==> config.mk <==
export PLATFORM = sky130hd
export DESIGN_NAME = proc_req_driver_flat
export DESIGN_NICKNAME = d
export VERILOG_FILES = /design/src/rtl/proc_req_driver_pkg.sv /design/src/rtl/proc_req_driver_if.sv /design/src/rtl/proc_req_driver_req_fifo.sv /design/src/rtl/proc_req_driver.sv /design/src/flat_wrapper.sv
export SDC_FILE = /design/constraint.sdc
export NUM_CORES = 1
export LEC_CHECK = 0
export BUFFER_PORTS_ARGS = -buffer_cell sky130_fd_sc_hd__buf_2
export CAP_MARGIN = 30
export CORE_MARGIN = 3
export CORE_UTILIZATION = 55
export DETAILED_ROUTE_END_ITERATION = 16
export GPL_ROUTABILITY_DRIVEN = 1
export HOLD_SLACK_MARGIN = 0.08
export PLACE_DENSITY = 0.78
export RECOVER_POWER = 25
export SLEW_MARGIN = 20
export SYNTH_ARGS = -nofsm -noshare
export SYNTH_HDL_FRONTEND = slang
export SYNTH_SLANG_ARGS = --single-unit
==> constraint.sdc <==
create_clock -name clk -period 3.1 [get_ports clk]
set_clock_uncertainty 0.05 [all_clocks]
set_input_delay 0 -clock clk [delete_from_list [all_inputs] [get_ports clk]]
set_output_delay 0 -clock clk [all_outputs]
set_load 0.01 [all_outputs]
==> src/rtl/proc_req_driver_pkg.sv <==
// Shared types for the processor-side cache request driver:
// default bus widths, FSM state encoding and the queued command record.
package proc_bus_pkg;

    localparam int unsigned ADDR_W_DEF = 5;
    localparam int unsigned DATA_W_DEF = 8;

    typedef enum logic [1:0] {
        IDLE,
        ACCESS,
        RESP
    } state_t;

    typedef struct packed {
        logic                  wr;
        logic [ADDR_W_DEF-1:0] addr;
        logic [DATA_W_DEF-1:0] wdata;
    } cmd_t;

endpackage

==> src/rtl/proc_req_driver_if.sv <==
// Command, cache-access and response signals of proc_req_driver.
// The master side is the driver; the slave side is the core/cache environment.
interface proc_req_driver_if #(
    parameter int unsigned ADDR_W = 5,
    parameter int unsigned DATA_W = 8
);
    logic              cmd_valid;
    logic              cmd_ready;
    logic              cmd_wr;
    logic [ADDR_W-1:0] cmd_addr;
    logic [DATA_W-1:0] cmd_wdata;
    logic              PrRd;
    logic              PrWr;
    logic [ADDR_W-1:0] Addr;
    logic [DATA_W-1:0] data_out;
    logic              data_oe;
    logic [DATA_W-1:0] data_in;
    logic              bus_done;
    logic              rsp_valid;
    logic              rsp_wr;
    logic [ADDR_W-1:0] rsp_addr;
    logic [DATA_W-1:0] rsp_data;
    logic              rsp_timeout;
    logic              busy;

    modport master (
        input  cmd_valid, cmd_wr, cmd_addr, cmd_wdata, data_in, bus_done,
        output cmd_ready, PrRd, PrWr, Addr, data_out, data_oe,
               rsp_valid, rsp_wr, rsp_addr, rsp_data, rsp_timeout, busy
    );

    modport slave (
        output cmd_valid, cmd_wr, cmd_addr, cmd_wdata, data_in, bus_done,
        input  cmd_ready, PrRd, PrWr, Addr, data_out, data_oe,
               rsp_valid, rsp_wr, rsp_addr, rsp_data, rsp_timeout, busy
    );

endinterface

==> src/rtl/proc_req_driver_req_fifo.sv <==
// Synchronous command FIFO; full/empty derived from an extra pointer wrap bit.
// A push while full is dropped even if a pop happens on the same edge.
module req_fifo
    import proc_bus_pkg::*;
#(
    parameter int unsigned QDEPTH = 4
) (
    input  logic clk,
    input  logic rst,
    input  logic i_push,
    input  cmd_t i_data,
    output logic o_full,
    input  logic i_pop,
    output cmd_t o_data,
    output logic o_empty
);
    localparam int unsigned PTR_W = $clog2(QDEPTH);

    cmd_t           r_mem [QDEPTH];
    logic [PTR_W:0] r_wptr;
    logic [PTR_W:0] r_rptr;
    logic           w_full;
    logic           w_empty;
    logic           w_do_push;
    logic           w_do_pop;

    assign w_empty   = (r_wptr == r_rptr);
    assign w_full    = (r_wptr[PTR_W] != r_rptr[PTR_W]) &&
                       (r_wptr[PTR_W-1:0] == r_rptr[PTR_W-1:0]);
    assign w_do_push = i_push && !w_full;
    assign w_do_pop  = i_pop && !w_empty;

    always_ff @(posedge clk) begin
        if (rst) begin
            r_wptr <= '0;
            r_rptr <= '0;
        end else begin
            if (w_do_push) r_wptr <= r_wptr + 1'b1;
            if (w_do_pop)  r_rptr <= r_rptr + 1'b1;
        end
    end

    always_ff @(posedge clk) begin
        if (w_do_push) r_mem[r_wptr[PTR_W-1:0]] <= i_data;
    end

    assign o_data  = r_mem[r_rptr[PTR_W-1:0]];
    assign o_full  = w_full;
    assign o_empty = w_empty;

endmodule

==> src/rtl/proc_req_driver.sv <==
// Processor-side PrRd/PrWr initiator: queues commands, issues them one at a
// time to the cache and returns exactly one in-order response per command.
module proc_req_driver
    import proc_bus_pkg::*;
#(
    parameter int unsigned ADDR_W  = ADDR_W_DEF,
    parameter int unsigned DATA_W  = DATA_W_DEF,
    parameter int unsigned QDEPTH  = 4,
    parameter int unsigned TIMEOUT = 15
) (
    input  logic               clk,
    input  logic               rst,
    proc_req_driver_if.master  bus
);
    localparam int unsigned CNT_W = $clog2(TIMEOUT + 1);

    state_t            r_state;
    state_t            w_state_nxt;
    cmd_t              r_cmd;
    logic [CNT_W-1:0]  r_cnt;
    logic [DATA_W-1:0] r_rsp_data;
    logic              r_rsp_timeout;

    cmd_t              w_push_data;
    cmd_t              w_head;
    logic              w_full;
    logic              w_empty;
    logic              w_ready;
    logic              w_push;
    logic              w_pop;
    logic              w_done;
    logic              w_tmo;
    logic              w_prrd;
    logic              w_prwr;
    logic [ADDR_W-1:0] w_addr;
    logic [DATA_W-1:0] w_dout;
    logic              w_rsp_valid;

    assign w_ready     = !w_full && !rst;
    assign w_push      = bus.cmd_valid && w_ready;
    assign w_push_data = '{wr: bus.cmd_wr, addr: bus.cmd_addr, wdata: bus.cmd_wdata};

    req_fifo #(.QDEPTH(QDEPTH)) u_fifo (
        .clk     (clk),
        .rst     (rst),
        .i_push  (w_push),
        .i_data  (w_push_data),
        .o_full  (w_full),
        .i_pop   (w_pop),
        .o_data  (w_head),
        .o_empty (w_empty)
    );

    always_ff @(posedge clk) begin
        if (rst) begin
            r_state       <= IDLE;
            r_cmd         <= '0;
            r_cnt         <= '0;
            r_rsp_data    <= '0;
            r_rsp_timeout <= 1'b0;
        end else begin
            r_state <= w_state_nxt;
            if (w_pop) begin
                r_cmd <= w_head;
                r_cnt <= '0;
            end
            if (r_state == ACCESS) r_cnt <= r_cnt + 1'b1;
            // bus_done takes priority over a timeout on the same edge
            if (w_done) begin
                r_rsp_data    <= r_cmd.wr ? r_cmd.wdata : bus.data_in;
                r_rsp_timeout <= 1'b0;
            end else if (w_tmo) begin
                r_rsp_data    <= '0;
                r_rsp_timeout <= 1'b1;
            end
        end
    end

    always_comb begin
        w_state_nxt = r_state;
        w_pop       = 1'b0;
        w_done      = 1'b0;
        w_tmo       = 1'b0;
        w_prrd      = 1'b0;
        w_prwr      = 1'b0;
        w_addr      = '0;
        w_dout      = '0;
        w_rsp_valid = 1'b0;
        case (r_state)
            IDLE: begin
                if (!w_empty) begin
                    w_pop       = 1'b1;
                    w_state_nxt = ACCESS;
                end
            end
            ACCESS: begin
                w_prrd = !r_cmd.wr;
                w_prwr = r_cmd.wr;
                w_addr = r_cmd.addr;
                w_dout = r_cmd.wr ? r_cmd.wdata : '0;
                if (bus.bus_done) begin
                    w_done      = 1'b1;
                    w_state_nxt = RESP;
                end else if (r_cnt == CNT_W'(TIMEOUT - 1)) begin
                    w_tmo       = 1'b1;
                    w_state_nxt = RESP;
                end
            end
            RESP: begin
                w_rsp_valid = 1'b1;
                w_state_nxt = IDLE;
            end
            default: w_state_nxt = IDLE;
        endcase
    end

    assign bus.cmd_ready   = w_ready;
    assign bus.PrRd        = w_prrd;
    assign bus.PrWr        = w_prwr;
    assign bus.Addr        = w_addr;
    assign bus.data_out    = w_dout;
    assign bus.data_oe     = w_prwr;
    assign bus.rsp_valid   = w_rsp_valid;
    assign bus.rsp_wr      = w_rsp_valid && r_cmd.wr;
    assign bus.rsp_addr    = w_rsp_valid ? r_cmd.addr : '0;
    assign bus.rsp_data    = w_rsp_valid ? r_rsp_data : '0;
    assign bus.rsp_timeout = w_rsp_valid && r_rsp_timeout;
    assign bus.busy        = !w_empty || (r_state != IDLE);

endmodule

==> src/flat_wrapper.sv <==
// flat-port wrapper written by rule: the top's interface ports become plain ports
module proc_req_driver_flat import proc_bus_pkg::*;
#(
    parameter int unsigned ADDR_W  = ADDR_W_DEF,
    parameter int unsigned DATA_W  = DATA_W_DEF,
    parameter int unsigned QDEPTH  = 4,
    parameter int unsigned TIMEOUT = 15
)
  (clk, rst, bus_cmd_valid, bus_cmd_wr, bus_cmd_addr, bus_cmd_wdata, bus_data_in, bus_bus_done, bus_cmd_ready, bus_PrRd, bus_PrWr, bus_Addr, bus_data_out, bus_data_oe, bus_rsp_valid, bus_rsp_wr, bus_rsp_addr, bus_rsp_data, bus_rsp_timeout, bus_busy);
  proc_req_driver_if #(.ADDR_W(ADDR_W), .DATA_W(DATA_W)) bus_i ();
  input  logic clk;
  input  logic rst;
  input wire logic [$bits(bus_i.cmd_valid)-1:0] bus_cmd_valid;
  input wire logic [$bits(bus_i.cmd_wr)-1:0] bus_cmd_wr;
  input wire logic [$bits(bus_i.cmd_addr)-1:0] bus_cmd_addr;
  input wire logic [$bits(bus_i.cmd_wdata)-1:0] bus_cmd_wdata;
  input wire logic [$bits(bus_i.data_in)-1:0] bus_data_in;
  input wire logic [$bits(bus_i.bus_done)-1:0] bus_bus_done;
  output wire logic [$bits(bus_i.cmd_ready)-1:0] bus_cmd_ready;
  output wire logic [$bits(bus_i.PrRd)-1:0] bus_PrRd;
  output wire logic [$bits(bus_i.PrWr)-1:0] bus_PrWr;
  output wire logic [$bits(bus_i.Addr)-1:0] bus_Addr;
  output wire logic [$bits(bus_i.data_out)-1:0] bus_data_out;
  output wire logic [$bits(bus_i.data_oe)-1:0] bus_data_oe;
  output wire logic [$bits(bus_i.rsp_valid)-1:0] bus_rsp_valid;
  output wire logic [$bits(bus_i.rsp_wr)-1:0] bus_rsp_wr;
  output wire logic [$bits(bus_i.rsp_addr)-1:0] bus_rsp_addr;
  output wire logic [$bits(bus_i.rsp_data)-1:0] bus_rsp_data;
  output wire logic [$bits(bus_i.rsp_timeout)-1:0] bus_rsp_timeout;
  output wire logic [$bits(bus_i.busy)-1:0] bus_busy;
  assign bus_i.cmd_valid = bus_cmd_valid;
  assign bus_i.cmd_wr = bus_cmd_wr;
  assign bus_i.cmd_addr = bus_cmd_addr;
  assign bus_i.cmd_wdata = bus_cmd_wdata;
  assign bus_i.data_in = bus_data_in;
  assign bus_i.bus_done = bus_bus_done;
  assign bus_cmd_ready = bus_i.cmd_ready;
  assign bus_PrRd = bus_i.PrRd;
  assign bus_PrWr = bus_i.PrWr;
  assign bus_Addr = bus_i.Addr;
  assign bus_data_out = bus_i.data_out;
  assign bus_data_oe = bus_i.data_oe;
  assign bus_rsp_valid = bus_i.rsp_valid;
  assign bus_rsp_wr = bus_i.rsp_wr;
  assign bus_rsp_addr = bus_i.rsp_addr;
  assign bus_rsp_data = bus_i.rsp_data;
  assign bus_rsp_timeout = bus_i.rsp_timeout;
  assign bus_busy = bus_i.busy;
  proc_req_driver #(.ADDR_W(ADDR_W), .DATA_W(DATA_W), .QDEPTH(QDEPTH), .TIMEOUT(TIMEOUT)) u_core (.clk(clk), .rst(rst), .bus(bus_i));
endmodule
[Yosys cells after proc, flatten, opt, wreduce, memory -nomap -nowiden]
Memories as Yosys holds them, arrays and structs flattened. A register that Yosys moved wholly into a read port is not among the register bits.
Cells that the tools add are included.
Operators by class
  add/subtract/negate cells: 3
  equality and inequality tests: 8
  muxes and demuxes: 26
  reduce and logical (&&, ||, !) cells: 18
Operators with widths (count)
  8-bit 2-to-1 mux: 6
  1-bit 2-to-1 mux: 12
  5-bit 2-to-1 mux: 2
  4-bit 2-to-1 mux: 2
  1-bit logical AND: 7
  3-bit by 1-bit adder with 3-bit output (second input constant): 2
  2-bit 2-to-1 mux: 3
  2-bit nonzero test: 3
  4-bit by 1-bit adder with 4-bit output (second input constant): 1
  4-bit equality test (second input constant): 1
  1-bit zero test: 4
  2-bit one-hot mux with 2 select lines: 1
  3-bit equality test: 1
  3-bit != test (second input constant): 1
  2-bit by 1-bit equality test with 1-bit output (second input constant): 1
  2-bit equality test: 1
  2-bit equality test (second input constant): 1
  2-bit zero test: 1
  2-bit != test (second input constant): 1
  2-bit AND reduction: 1
  2-bit OR reduction: 1
  1-bit logical OR: 1
  1-bit != test: 1
Word-level totals
  flip-flop bits (word level): 21
  bits in writable memories: 56
  memories: 1
Memory list
  u_core.u_fifo.r_mem: words 4, bits a word 14, rd ports 1, clocked after Yosys merged registers in 1, write ports 1, RTL line proc_req_driver_req_fifo.sv:19  | cmd_t r_mem [QDEPTH];

[Depth between registers and ports, before layout]
Gate-level depths: netlist (run 1).
  depth after elaboration: 8
  mapped depth: 7
  gate-level depth less buffers: 6

[Modules after synthesis]
Synthesis (run 1) repeated with hierarchy kept, for this count alone.
Unflattened totals
  cells, all modules: 304
  area, all modules: 4018.9 sq um
Modules (own cells, without submodules)
  req_fifo: instances 1, cells an instance 141, area an instance 2595.0 sq um
  proc_req_driver: instances 1, cells an instance 163, area an instance 1423.9 sq um

[Worst setup path after synthesis (run 1)]
OpenSTA, ideal clock, no wires.
  kind: register to register
  from: register u_core.u_fifo.r_rptr[0]
  to: memory u_core.u_fifo.r_mem[2][0] in the netlist's numbering (enable)
  library setup time: 0.406 ns
  data arrival time: 1.967 ns
  path slack: 0.678 ns
  stages on the path, launching flop included: 5
  path buffers: 1
  clock period less this slack: 2.422 ns
  cell sequence: dfxtp_1 buf_4 xor2_4 o31ai_4 nor3b_1
Between the ends
  word-level cells in the longest chain between the ends: 8
RTL lines
  start: declaration: RTL line proc_req_driver_req_fifo.sv:21  | logic [PTR_W:0] r_rptr;
  start signal: assignment: RTL line proc_req_driver_req_fifo.sv:39  | if (w_do_pop) r_rptr <= r_rptr + 1'b1;
  2-bit equality test *: RTL line proc_req_driver_req_fifo.sv:29  | (r_wptr[PTR_W-1:0] == r_rptr[PTR_W-1:0]);
  1-bit logical AND *: RTL line proc_req_driver_req_fifo.sv:28  | assign w_full = (r_wptr[PTR_W] != r_rptr[PTR_W]) &&
  1-bit zero test *: RTL line proc_req_driver_req_fifo.sv:30, proc_req_driver.sv:39
  1-bit logical AND: RTL line proc_req_driver.sv:39  | assign w_ready = !w_full && !rst;
  1-bit logical AND: RTL line proc_req_driver.sv:40  | assign w_push = bus.cmd_valid && w_ready;
  1-bit logical AND *: RTL line proc_req_driver_req_fifo.sv:30  | assign w_do_push = i_push && !w_full;
  1-bit 2-to-1 mux *: RTL line proc_req_driver_req_fifo.sv:44  | if (w_do_push) r_mem[r_wptr[PTR_W-1:0]] <= i_data;
  1-bit 2-to-1 mux (implied by the code) *: RTL line proc_req_driver_req_fifo.sv:44
  end: declaration: RTL line proc_req_driver_req_fifo.sv:19
Mark *: on every way between the ends. The rest lies on a longest branch, timed or not.

[Worst setup path after layout (run 1)]
  from: register u_core.u_fifo.r_wptr[1]
  to: memory u_core.u_fifo.r_mem[1][2] in the netlist's numbering (enable)
Between the ends
  word-level cells in the longest chain between the ends: 8
RTL lines
  start: declaration: RTL line proc_req_driver_req_fifo.sv:20  | logic [PTR_W:0] r_wptr;
  start signal: assignment: RTL line proc_req_driver_req_fifo.sv:38  | if (w_do_push) r_wptr <= r_wptr + 1'b1;
  2-bit equality test: RTL line proc_req_driver_req_fifo.sv:29
  1-bit logical AND: RTL line proc_req_driver_req_fifo.sv:28
  1-bit zero test: RTL line proc_req_driver_req_fifo.sv:30, proc_req_driver.sv:39
  1-bit logical AND: RTL line proc_req_driver.sv:39
  1-bit logical AND: RTL line proc_req_driver.sv:40
  1-bit logical AND: RTL line proc_req_driver_req_fifo.sv:30
  1-bit 2-to-1 mux: RTL line proc_req_driver_req_fifo.sv:44
  1-bit 2-to-1 mux (implied by the code): RTL line proc_req_driver_req_fifo.sv:44
Parallel ways exist; a longest one is shown, timed or not.

==> metrics.txt, run 1 <==
Comb pwr share approximately 29%; hold crit path type in2reg; outcome complete, no violations; async set-reset flop share out of synthesis 0%; Via density around 5.2; maximum vdd ir drop 0.000409 V; Pint 2.20 mW; largest net degree at the start of global routing 41; Reg-to-Reg Start u_core.u_fifo.r_wptr[1]; synth unique cells 39; final hold vios 0; Final ANT Viol Nets 0; first-pass GRT wire length ~12,000 um; Clk Latency, worst-skew pair roughly 0.35 ns; most common cell after layout, fill and taps aside edfxtp_1; Post-CTS Resized 0; normalized max-slew margin between 40% and 50%; DRC viols 0; Tot Pwr ~3.3 mW; antenna violations before repair 0; clock network power share a little under a quarter; DIE AREA 0.00812 mm^2; Post-Syn Nets between 300 and 400; core box area approximately 0.007 mm^2; total number of vias between 2,000 and 2,500; Top Ports 60; most frequent cells in the layout 56 x edfxtp_1, 47 x buf_2, 38 x nor2_1; PwrDens 692 mW/mm^2; Die Y around 90 um; Synth Instances around 270; antenna cells 0; Initial Util approximately 57%; kind of critical path reg2reg; buffer levels on the longest clock path 2; Pre-Repair DR Iteration Count 4; CTS Hold Buffers Added 24; RSZ-0062 raised after global routing no; R2R setup slack between 0.9 and 1 ns; CTS Root Cell clkbuf_8; endpoints failing setup 0; Port Buffers 59; vias in the first global route between 2,000 and 2,500; fin. max-slew vios 0; WL/cell between 15 and 20 um; post-route cell area about 0.0047 mm^2; Leakage about 1.8 nW; CP required around 3.1 ns; hold depth 2; die width 90.1 um; grt total ovfl 0; Post-Synthesis Cell Area a little under 0.004 mm^2; R2R cell count 4; Startpoint Class flip-flop; Psw around 1.1 mW; drt first-iter violations about 100; Synth Area per Inst ~14 um^2; CP startpoint u_core.u_fifo.r_wptr[1]; HPWL after detailed placement 4900 um; worst-margin pin slew ~0.80 ns; synthesized flop and latch total between 90 and 100; # rows 30; Num CTS Buffers 9; fmax approximately 0.46 GHz; Critical Path AT between 2 and 2.5 ns; Placement Cell Area between 0.004 and 0.005 mm^2; MaxCap Viol Count 0; endpoint class of the critical path flip-flop; Total GRT Usage a little under a fifth; register area share after synthesis 61.2%; CP endpoint u_core.u_fifo.r_mem[1][2]; sw frac between 30% and 40%; CTS tree built; number of synthesized flops with an enable pin 56; Post-CTS Setup Repair Bufs 0; ratio of cells with drive above 1 in the final layout about 29%; Sink Count 91; Seq pwr share 47.9%; final net count just under 400; Final GP Congestion roughly 0.74; final setup TNS 0 ns; FF-to-FF End u_core.u_fifo.r_mem[1][2]; final wirelength between 7000 and 8000 um; synth warn 0; Main synth FF type edfxtp_1; Final period util a little over two thirds; Clk pin slew, worst setup/hold paths about 0.090 ns; Final Critical Period 2.16 ns; area grow syn2layout 20.8%; worst-path maximum fanout 8; final core occ about 70%; Max H-tree Level 3
worst min-delay path by stage:
stage | endpoint | from | slack, ns
global placement | u_core.u_fifo.r_mem[3][1] | bus_cmd_wdata[1] | 0.17
detailed placement | u_core.u_fifo.r_mem[3][10] | bus_cmd_addr[2] | 0.17
global route | u_core.r_cmd[11] | rst | 0.18
floorplan | u_core.u_fifo.r_mem[0][0] | bus_cmd_wdata[0] | 0.05
CTS | u_core.r_cnt[2] | rst | 0.14
finish | u_core.r_cnt[2] | rst | 0.15
per-layer routing:
metal | GRT usage (%) | share of wire [%] | vias up | wire, um
met5 | 0 | 0 | - | 0
met4 | 7.40 | 1.4 | 0 | 101
met3 | 4.44 | 4.2 | 7 | 306
met2 | 29.4 | 49 | 57 | 3540
met1 | 24.7 | 45 | 1146 | 3270
li1 | - | - | 1157 | -
power by group through the flow:
| stage | combinational (mW) | sequential (mW) | clock [mW] |
|---|---|---|---|
| floorplan | 0.824 | 1.52 | 0 |
| global placement | 0.893 | 1.58 | 0 |
| detailed placement | 0.923 | 1.59 | 0 |
| CTS | 0.950 | 1.56 | 0.778 |
| global route | 1.03 | 1.58 | 0.832 |
| finish | 0.937 | 1.56 | 0.759 |
kinds of logic after synthesis:
kind of cell               after synthesis  share of synthesized area, %
DFF                                     91                          61.2
and+or+nand+nor                         83                          10.8
muxes                                   40                          15.3
AOI/OAI and AO/OA                       23                          4.63
buffers and inverters                   22                          3.28
adders and majority gates                7                          2.25
xor gates and xnor gates                 6                          2.51
area by class of cell:
type | count | area [um^2]
clock buffers | 9 | 124
clock inverters | 7 | 67.6
fillers | 508 | 2130
inverters | 5 | 18.8
multi-input cells | 159 | 1400
flip-flops and latches | 91 | 2380
well taps | 96 | 120
repair buffers | 91 | 588
state kept, by name, indices dropped and copies added (netlist names):
name	cells
u_core.u_fifo.r_rptr	3
u_core.u_fifo.r_wptr	3
u_core.r_state	2
u_core.u_fifo.r_mem	56
u_core.r_cnt	4
u_core.r_rsp_data	8
u_core.r_rsp_timeout	1
u_core.r_cmd	14
per-stage QoR:
| step | std cells | hold slack (ns) | setup WS, ns |
|---|---|---|---|
| final | 458 | 0.155 | 0.936 |
| after global routing | 458 | 0.179 | 0.788 |
| after CTS | 458 | 0.140 | 0.868 |
| after detailed placement | 418 | 0.169 | 0.876 |
| after global placement | 416 | 0.166 | 0.853 |
| after floorplan | 272 | 0.0489 | 0.678 |
cells in the mapped netlist, drive strengths merged (2+ instances only):
| cell | instances | area share, % |
|---|---|---|
| a21oi | 7 | 1.0 |
| a22oi | 10 | 1.9 |
| and2 | 22 | 3.5 |
| and3 | 9 | 1.4 |
| buf | 9 | 2.0 |
| clkbuf | 8 | 0.77 |
| dfxtp | 35 | 18 |
| edfxtp | 56 | 43 |
| ha | 7 | 2.3 |
| inv | 5 | 0.48 |
| mux2 | 10 | 2.9 |
| mux2i | 16 | 4.1 |
| mux4 | 14 | 8.3 |
| nand2 | 2 | 0.19 |
| nand3 | 2 | 0.26 |
| nor2 | 39 | 3.8 |
| nor3 | 2 | 0.26 |
| nor3b | 3 | 0.58 |
| o21ai | 2 | 0.26 |
| xnor2 | 3 | 0.87 |
| xor2 | 3 | 1.6 |
critical path, cell delays in order (launching register included):
cell     delay [ns]
dfxtp_1        0.50
xor2_4         0.24
o31ai_4        0.16
nor3b_2        0.68
buf_6          0.23
No activity file was read; power rests on OpenSTA's default activity.
==> run 2: changes to the inputs <==
==> constraint.sdc (replaced) <==
create_clock -name clk -period 2.26 [get_ports clk]
set_clock_uncertainty 0.05 [all_clocks]
set_input_delay 0 -clock clk [delete_from_list [all_inputs] [get_ports clk]]
set_output_delay 0 -clock clk [all_outputs]
set_load 0.01 [all_outputs]
==> metrics.txt, run 2 (same netlist as run 1, synthesis figures left out) <==
DIE AREA 0.00812 mm^2; final net count 391; final core occ between 60% and 70%; worst setup margin approximately 0.46 ns; fmax around 0.56 GHz; drt first-iter violations between 100 and 150; Placement Cell Area about 0.0043 mm^2; hold crit path type in2reg; most common cell after layout, fill and taps aside edfxtp_1; DP Worst Slack approximately 0.47 ns; die width roughly 90 um; HPWL after detailed placement about 4500 um; area grow syn2layout 21.6%; Port Buffers 59; crit-path cells inv_1 > ha_1 > and3_1 > o21ai_1 > a22oi_1 > nor2_1; Final ANT Viol Nets 0; antenna violations before repair 0; Die Y about 90 um; Top Ports 60; normalized max-slew margin about 48%; largest net degree at the start of global routing between 40 and 50; DRC viols 0; worst-margin pin slew between 0.7 and 0.8 ns; Max H-tree Level 3; max FFs per register 56; kind of critical path reg2reg; Via density about 5.2; grt total ovfl 0; CP required approximately 2.5 ns; ratio of cells with drive above 1 in the final layout roughly 29%; Total GRT Usage between 10% and 20%; Post-CTS Resized 0; Pre-Repair DR Iteration Count 6; buffer levels on the longest clock path 2; Final Critical Period 1.80 ns; post-route cell area 0.00473 mm^2; Placed Cells about 420; RSZ-0062 raised after global routing no; Num CTS Buffers 9; maximum vdd ir drop a little over 0.0004 V; vias in the first global route between 2,000 and 2,500; antenna cells 0; Final period util between 70% and 80%; WL/cell approximately 15 um; Initial Util a little under three fifths; total number of vias 2,403; Critical-path top delay cell o21ai_1; PwrDens 972 mW/mm^2; worst-path maximum fanout 9; Final GP Congestion roughly 0.79; Leakage between 1.5 and 2 nW; MaxCap Viol Count 0; endpoint class of the critical path flip-flop; endpoints failing setup 0; core box area 0.00683 mm^2; fin. max-slew vios 0; final setup TNS 0 ns; final hold vios 0; outcome complete, no violations; # rows 30; most frequent cells in the layout 56 x edfxtp_1, 47 x buf_2, 38 x nor2_1; CTS Root Cell clkbuf_8; Clk Latency, worst-skew pair around 0.37 ns; number of non-filler instances in the completed layout ~460; Fillers 490; Max stage delay on crit path 0.51 ns; first-pass GRT wire length roughly 11,000 um; Critical Path AT 2.03 ns; final wirelength between 7000 and 8000 um; Sink Count between 90 and 100; CTS tree built; Clk pin slew, worst setup/hold paths approximately 0.1 ns; Startpoint Class flip-flop
[run 2: cell types whose count changed in the layout (fill, tap and decap cells not counted), sizes merged]
cell      before  now
clkinvlp       1    0
inv            9    8
buf           55   56
clkinv         2    3
bufinv         0    1
[run 2: power breakdown]
group          switching [mW]  internal, mW  total [mW]
registers               0.196          1.95        2.15
clock network           0.624         0.543        1.17
logic                   0.642         0.636        1.28
total                    1.46          3.13        4.60
[run 2: path summary, 6_finish.rpt]
check,depth (start not counted),slack (ns),to,from
worst max-delay path,6,0.46,u_core.r_rsp_data[1],u_core.r_cnt[0]
worst min-delay path,2,0.14,u_core.u_fifo.r_wptr[0],rst
worst max register to register,6,0.46,u_core.r_rsp_data[1],u_core.r_cnt[0]
worst min register to register,2,0.45,u_core.r_cnt[0],u_core.r_cnt[0]
[run 2: through the flow]
stage                     total power [mW]  hold WS, ns
after floorplan                       3.21       0.0489
after global placement                3.39        0.164
after detailed placement              3.43        0.174
after CTS                             4.63        0.146
after global routing                  4.84        0.175
final                                 4.60        0.144
[run 2: worst max-delay path: cells and delay by family, from the launching register on]
kind | cells | cell delay, ns
AND/OR/NAND/NOR | 2 | 0.32
AO/OA/AOI/OAI | 2 | 0.70
buffers and inverters | 1 | 0.07
flip-flops | 1 | 0.39
adder cells (fa/ha/maj) | 1 | 0.20
[run 2: final cells by class]
cell class / instances / area (um^2) / share of cell area, %
sequential: 91 / 2380 / 50.4
inverter: 5 / 18.8 / 0.397
multi-input combinational: 159 / 1400 / 29.6
clock inverter: 7 / 95.1 / 2.01
timing repair buffer: 92 / 588 / 12.4
clock buffer: 9 / 124 / 2.62
tap: 96 / 120 / 2.54
[run 2: layer usage]
layer	routed length, um	track usage (%)	share of wire, %
met5	0	0	0
met4	114	6.12	1.6
met3	284	5.69	4.0
met2	3350	28.1	47
met1	3350	24.7	47
[run 2: what timing repair did]
item	in CTS	in global routing
setup buffers	0	0
endpoints found under the hold margin	68	0
hold buffers	24	0
